$ cat src/rtl/param_voting_machine.sv
// N-candidate ballot unit: officer-armed single-vote capture with lockout, invalid-press
// rejection, saturating per-candidate counters and a sequential winner/tie tally.
module param_voting_machine #(
   parameter int NUM_CAND    = 4,
   parameter int CNT_W       = 8,
   parameter int LOCKOUT_CYC = 16
) (
   input  logic                               clk,
   input  logic                               rst,
   input  logic                               i_ballot_en,
   input  logic [NUM_CAND-1:0]                i_candidate,
   input  logic                               i_voting_over,
   output logic                               o_ready,
   output logic                               o_vote_ack,
   output logic                               o_invalid,
   output logic                               o_sat,
   output logic [NUM_CAND*CNT_W-1:0]          o_counts,
   output logic [CNT_W+$clog2(NUM_CAND)-1:0]  o_total,
   output logic [$clog2(NUM_CAND)-1:0]        o_winner,
   output logic                               o_tie,
   output logic                               o_results_valid
);

   localparam int IDX_W = $clog2(NUM_CAND);
   localparam int TOT_W = CNT_W + IDX_W;
   localparam int LCK_W = (LOCKOUT_CYC > 1) ? $clog2(LOCKOUT_CYC) : 1;

   typedef enum logic [2:0] {
      S_IDLE,
      S_ARMED,
      S_LOCKOUT,
      S_TALLY,
      S_RESULT
   } state_t;

   state_t                    r_state;
   state_t                    w_next_state;

   logic [NUM_CAND-1:0]       r_prev;
   logic [NUM_CAND-1:0]       w_press;
   logic                      w_one_press;
   logic                      w_multi_press;
   logic [IDX_W-1:0]          w_press_idx;
   logic                      w_accept;
   logic                      w_reject;
   logic                      w_lock_done;
   logic                      w_scan_last;
   logic [LCK_W-1:0]          r_lock_cnt;
   logic [IDX_W-1:0]          r_scan_idx;
   logic                      r_vote_ack;
   logic                      r_invalid;
   logic                      r_sat;
   logic [TOT_W-1:0]          r_total;
   logic [CNT_W-1:0]          r_max;
   logic [IDX_W-1:0]          r_winner;
   logic                      r_tie;
   logic [CNT_W-1:0]          w_cur;
   logic [NUM_CAND*CNT_W-1:0] w_counts;
   logic [NUM_CAND-1:0]       w_sat_hit;

   // A press is a rising edge; the history resets to all-ones so held buttons never count.
   assign w_press       = i_candidate & ~r_prev;
   assign w_multi_press = |(w_press & (w_press - NUM_CAND'(1)));
   assign w_one_press   = (|w_press) & ~w_multi_press;
   assign w_lock_done   = (r_lock_cnt == LCK_W'(LOCKOUT_CYC - 1));
   assign w_scan_last   = (r_scan_idx == IDX_W'(NUM_CAND - 1));

   always_comb begin
      w_press_idx = '0;
      for (int k = 0; k < NUM_CAND; k++) begin
         if (w_press[k]) w_press_idx = IDX_W'(k);
      end
   end

   always_comb begin
      w_cur = '0;
      for (int k = 0; k < NUM_CAND; k++) begin
         if (r_scan_idx == IDX_W'(k)) w_cur = w_counts[k*CNT_W +: CNT_W];
      end
   end

   always_ff @(posedge clk or posedge rst) begin
      if (rst) r_state <= S_IDLE;
      else     r_state <= w_next_state;
   end

   always_comb begin
      w_next_state    = r_state;
      w_accept        = 1'b0;
      w_reject        = 1'b0;
      o_ready         = 1'b0;
      o_results_valid = 1'b0;
      case (r_state)
         S_IDLE: begin
            if (i_voting_over)    w_next_state = S_TALLY;
            else if (i_ballot_en) w_next_state = S_ARMED;
         end
         S_ARMED: begin
            o_ready = 1'b1;
            if (i_voting_over) begin
               w_next_state = S_TALLY;
            end else if (w_one_press) begin
               w_accept     = 1'b1;
               w_next_state = S_LOCKOUT;
            end else if (w_multi_press) begin
               w_reject = 1'b1;
            end
         end
         S_LOCKOUT: begin
            if (i_voting_over)    w_next_state = S_TALLY;
            else if (w_lock_done) w_next_state = S_IDLE;
         end
         S_TALLY: begin
            if (w_scan_last) w_next_state = S_RESULT;
         end
         S_RESULT: begin
            o_results_valid = 1'b1;
         end
         default: w_next_state = S_IDLE;
      endcase
   end

   always_ff @(posedge clk or posedge rst) begin
      if (rst) begin
         r_prev     <= '1;
         r_lock_cnt <= '0;
         r_scan_idx <= '0;
         r_vote_ack <= 1'b0;
         r_invalid  <= 1'b0;
      end else begin
         r_prev     <= i_candidate;
         r_vote_ack <= w_accept;
         r_invalid  <= w_reject;
         if (r_state == S_LOCKOUT) r_lock_cnt <= r_lock_cnt + LCK_W'(1);
         else                      r_lock_cnt <= '0;
         if (r_state != S_TALLY)   r_scan_idx <= '0;
         else if (!w_scan_last)    r_scan_idx <= r_scan_idx + IDX_W'(1);
      end
   end

   genvar gi;
   generate
      for (gi = 0; gi < NUM_CAND; gi++) begin : g_cand
         logic             w_hit;
         logic [CNT_W-1:0] r_cnt;

         assign w_hit         = w_accept && (w_press_idx == IDX_W'(gi));
         assign w_sat_hit[gi] = w_hit && (r_cnt == '1);
         assign w_counts[gi*CNT_W +: CNT_W] = r_cnt;

         always_ff @(posedge clk or posedge rst) begin
            if (rst)                         r_cnt <= '0;
            else if (w_hit && r_cnt != '1)   r_cnt <= r_cnt + CNT_W'(1);
         end
      end
   endgenerate

   always_ff @(posedge clk or posedge rst) begin
      if (rst) begin
         r_total <= '0;
         r_sat   <= 1'b0;
      end else if (w_accept) begin
         if (r_total != '1) r_total <= r_total + TOT_W'(1);
         if (|w_sat_hit)    r_sat   <= 1'b1;
      end
   end

   // Strict '>' keeps the lowest index on ties; an equal later value only raises o_tie.
   always_ff @(posedge clk or posedge rst) begin
      if (rst) begin
         r_max    <= '0;
         r_winner <= '0;
         r_tie    <= 1'b0;
      end else if (r_state == S_TALLY) begin
         if (r_scan_idx == '0) begin
            r_max    <= w_cur;
            r_winner <= '0;
            r_tie    <= 1'b0;
         end else if (w_cur > r_max) begin
            r_max    <= w_cur;
            r_winner <= r_scan_idx;
            r_tie    <= 1'b0;
         end else if (w_cur == r_max) begin
            r_tie    <= 1'b1;
         end
      end
   end

   assign o_vote_ack = r_vote_ack;
   assign o_invalid  = r_invalid;
   assign o_sat      = r_sat;
   assign o_counts   = w_counts;
   assign o_total    = r_total;
   assign o_winner   = r_winner;
   assign o_tie      = r_tie;

endmodule

$ cat config.mk
export PLATFORM = sky130hd
export DESIGN_NAME = param_voting_machine
export DESIGN_NICKNAME = d
export VERILOG_FILES = /design/src/rtl/param_voting_machine.sv
export SDC_FILE = /design/constraint.sdc
export NUM_CORES = 1
export LEC_CHECK = 0
export BUFFER_PORTS_ARGS = -buffer_cell sky130_fd_sc_hd__buf_2
export CORE_MARGIN = 2
export CORE_UTILIZATION = 57
export DETAILED_ROUTE_END_ITERATION = 7
export PLACE_DENSITY = 0.86
export SLEW_MARGIN = 20
export SYNTH_ARGS = -nofsm -noshare
export SYNTH_HDL_FRONTEND = slang
export SYNTH_SLANG_ARGS = --single-unit
export TNS_END_PERCENT = 1
$ cat constraint.sdc
create_clock -name clk -period 3.4 [get_ports clk]
set_clock_uncertainty 0.1 [all_clocks]
set_input_delay 0.68 -clock clk [delete_from_list [all_inputs] [get_ports clk]]
set_output_delay 0.68 -clock clk [all_outputs]
set_load 0.03 [all_outputs]
==> run metrics <==
setup TNS=0 ps; Worst Tran Pin Value=729 ps; DP HPWL=5.76 mm; status=complete, no violations; RSZ-0062 raised after global routing=false; Final setup viols=0; Total Wirelength=7.96 mm; initial core utilization=58.1%; WL met1=3.50 mm; crit path launch type=register; met2 WL=3.95 mm; die area=7050 um^2; Std-Cell Core Area=6280 um^2; largest family of logic cells by synthesized area=simple AND/OR/NAND/NOR gates; post-route minimum period=3210 ps; Clock Pin Slew Worst Setup and Hold Paths=70 ps; Crit Path Class=register to register; period utilisation layout=94.3%; Crit. End Element=register; CTS tree=yes; antenna-violating nets left=0; synthesized-area fraction occupied by adder cells=6.17%; slew margin rel.=51.4%; final hold slack=239 ps; Synth Warn #=0; Area Overhead vs Synth=14.7%; Arrival @ worst endpoint=3340 ps; Power Internal=1640 uW; Tot GR Track Use=23.3%; most frequent cells in the layout=dfrtp_1, buf_2, nand2_1; commonest non-fill, non-tap cell in the layout=dfrtp_1; CTS Sinks=69; vias per cell=5.75; postcts setup bufs=0; hold crit path type=primary input to async pin; Max FO, Critical Path=14; CTS resizes=0; Slew Limit Fails=0; Nets=442; GR Overflow Total=0; DR iter-0 viols=132; CTS buffer count=9; Synth Area in Compound Gates=7.75%; sw frac=40.6%; clock latency on the worst-skew pair=350 ps; post-synthesis simple-gate area fraction=21.0%; Mapped Cells=354; CTS Buffer Depth=2; Max Used Layer=met4; drt pass-1 iters=4; Top FF cell, synth=dfrtp_1; worst r2r src=r_scan_idx[1]; critical path launch point=r_scan_idx[1]; gpl congestion=0.849; std cell rows=29; clock network power share=20.9%; Fmax=312 MHz; clk root buf=clkbuf_8; endpoints failing hold=0; Critical Path RT=3530 ps; Avg WL per Cell=16.0 um; Mapped Area=3650 um^2; first-pass GRT wire length=13.1 mm; peak supply drop=0.488 mV; Antenna Diode Count=0; CTS H-tree depth=3; Synth Area per Inst=10.3 um^2; # DRC=0; Chip Height=84.0 um; Pwr per Cell Area=658 nW/um^2; Synth Area in XOR/XNOR=9.37%; Lkg Pwr=0.00204 uW; Vias=2859; layout cells sized above 1=25.0%; max cap viols=0; vias in the first global route=2762; Seq pwr share=42.1%; WL met3=375 um; hold bufs inserted after CTS=0; I/O pin cnt=58; initial antenna violation count=0; post-synthesis register bit count=69; asr flop ratio synth=100%; NetSw=1120 uW; IO Port Bufs=57; mux cell area share after synthesis=5.49%; die width=84.0 um; number of synthesized flops with an enable pin=0; Seq/Total Area, Yosys=47.5%; synth unique cells=45; post-synth net total=380; combinational share of power=37.0%; largest net degree at the start of global routing=29
-- power by group through the flow --
| stage | Clock, uW | Sequential, uW | Combinational (uW) |
|---|---|---|---|
| final | 575 | 1160 | 1020 |
| after floorplan | 0 | 1300 | 587 |
| after global placement | 0 | 1160 | 971 |
| after detailed placement | 0 | 1170 | 1010 |
| after global routing | 611 | 1180 | 1120 |
| after CTS | 582 | 1150 | 1020 |
-- sequential cells by signal (all words and copies together), names as in the netlist, 2 cells and up --
name,flops
r_lock_cnt,4
o_winner,2
r_scan_idx,2
g_cand.r_cnt,32
r_prev,4
o_total,10
r_state,3
r_max,8
-- path summary, 6_finish.rpt --
path                       cells past startpoint                 end  slack [ps]
max reg2reg                                   15         o_winner[1]         190
min in group clk                               1           r_prev[0]         340
min reg2reg                                    1       r_lock_cnt[0]         360
max in group asynchronous                      3            r_max[3]        2230
min                                            2  g_cand[1].r_cnt[1]         240
max                                           15         o_winner[1]         190
-- critical path: stages, from the launching register on --
cell and delay, ps:
dfrtp_1 430, inv_1 140, ha_2 330, nor2b_1 120
a22oi_1 170, nor2_1 70, a21oi_1 120, o21ai_0 110
ha_1 340, nor2b_1 140, o211ai_1 140, a21oi_1 80
o21bai_1 160, nand2b_1 150, buf_4 160, mux2_2 340
-- Yosys cell counts (5+ instances only) --
library cell / count / area share (%)
xor2_1: 14 / 3.4
dfrtp_1: 65 / 45
mux2_2: 15 / 4.6
nand4_1: 15 / 2.6
inv_1: 14 / 1.4
o21ai_0: 14 / 1.9
nor2b_1: 5 / 0.86
a21oi_1: 20 / 2.7
nand3_1: 14 / 1.9
nand2b_1: 8 / 1.4
clkbuf_1: 7 / 0.72
ha_1: 18 / 6.2
and3_1: 6 / 1.0
xnor2_1: 25 / 6.0
nand3b_1: 7 / 1.4
nor2_1: 27 / 2.8
nand2_1: 32 / 3.3
-- area by class of cell --
type                       instances  area [um^2]
fill                             490         2090
clock buffer                      13          149
timing repair buffer              62          323
sequential                        69         1730
tap                               77         96.3
clock inverter                     2         10.0
inverter                          14         52.6
multi-input combinational        260         1820
-- cells by family (layout without fill, tap and decap cells) --
| group | Yosys count | in the layout |
|---|---|---|
| AO/OA/AOI/OAI | 48 | 48 |
| XOR/XNOR | 39 | 39 |
| adder cells (fa/ha/maj) | 18 | 18 |
| buffers and inverters | 25 | 91 |
| flip-flops | 69 | 69 |
| multiplexers | 18 | 18 |
| AND/OR/NAND/NOR | 137 | 137 |
-- routing by layer --
| layer | GRT usage [%] | up-vias |
|---|---|---|
| li1 | - | 1360 |
| met1 | 31.0 | 1400 |
| met2 | 38.6 | 85 |
| met3 | 3.96 | 14 |
| met5 | 0 | - |
| met4 | 8.50 | 0 |
-- through the flow --
stage | instances | setup WS, ps | cell area (um^2) | total power, uW | utilization (%)
after detailed placement | 482 | 147 | 4020 | 2180 | 64.0
after floorplan | 354 | 271 | 3650 | 1880 | -
after CTS | 497 | 117 | 4180 | 2760 | 66.6
final | 497 | 195 | 4180 | 2750 | 66.7
after global placement | 482 | 333 | 4020 | 2130 | 64.0
after global routing | 497 | 11.4 | 4180 | 2920 | 66.7
No activity file was read; power rests on OpenSTA's default activity.
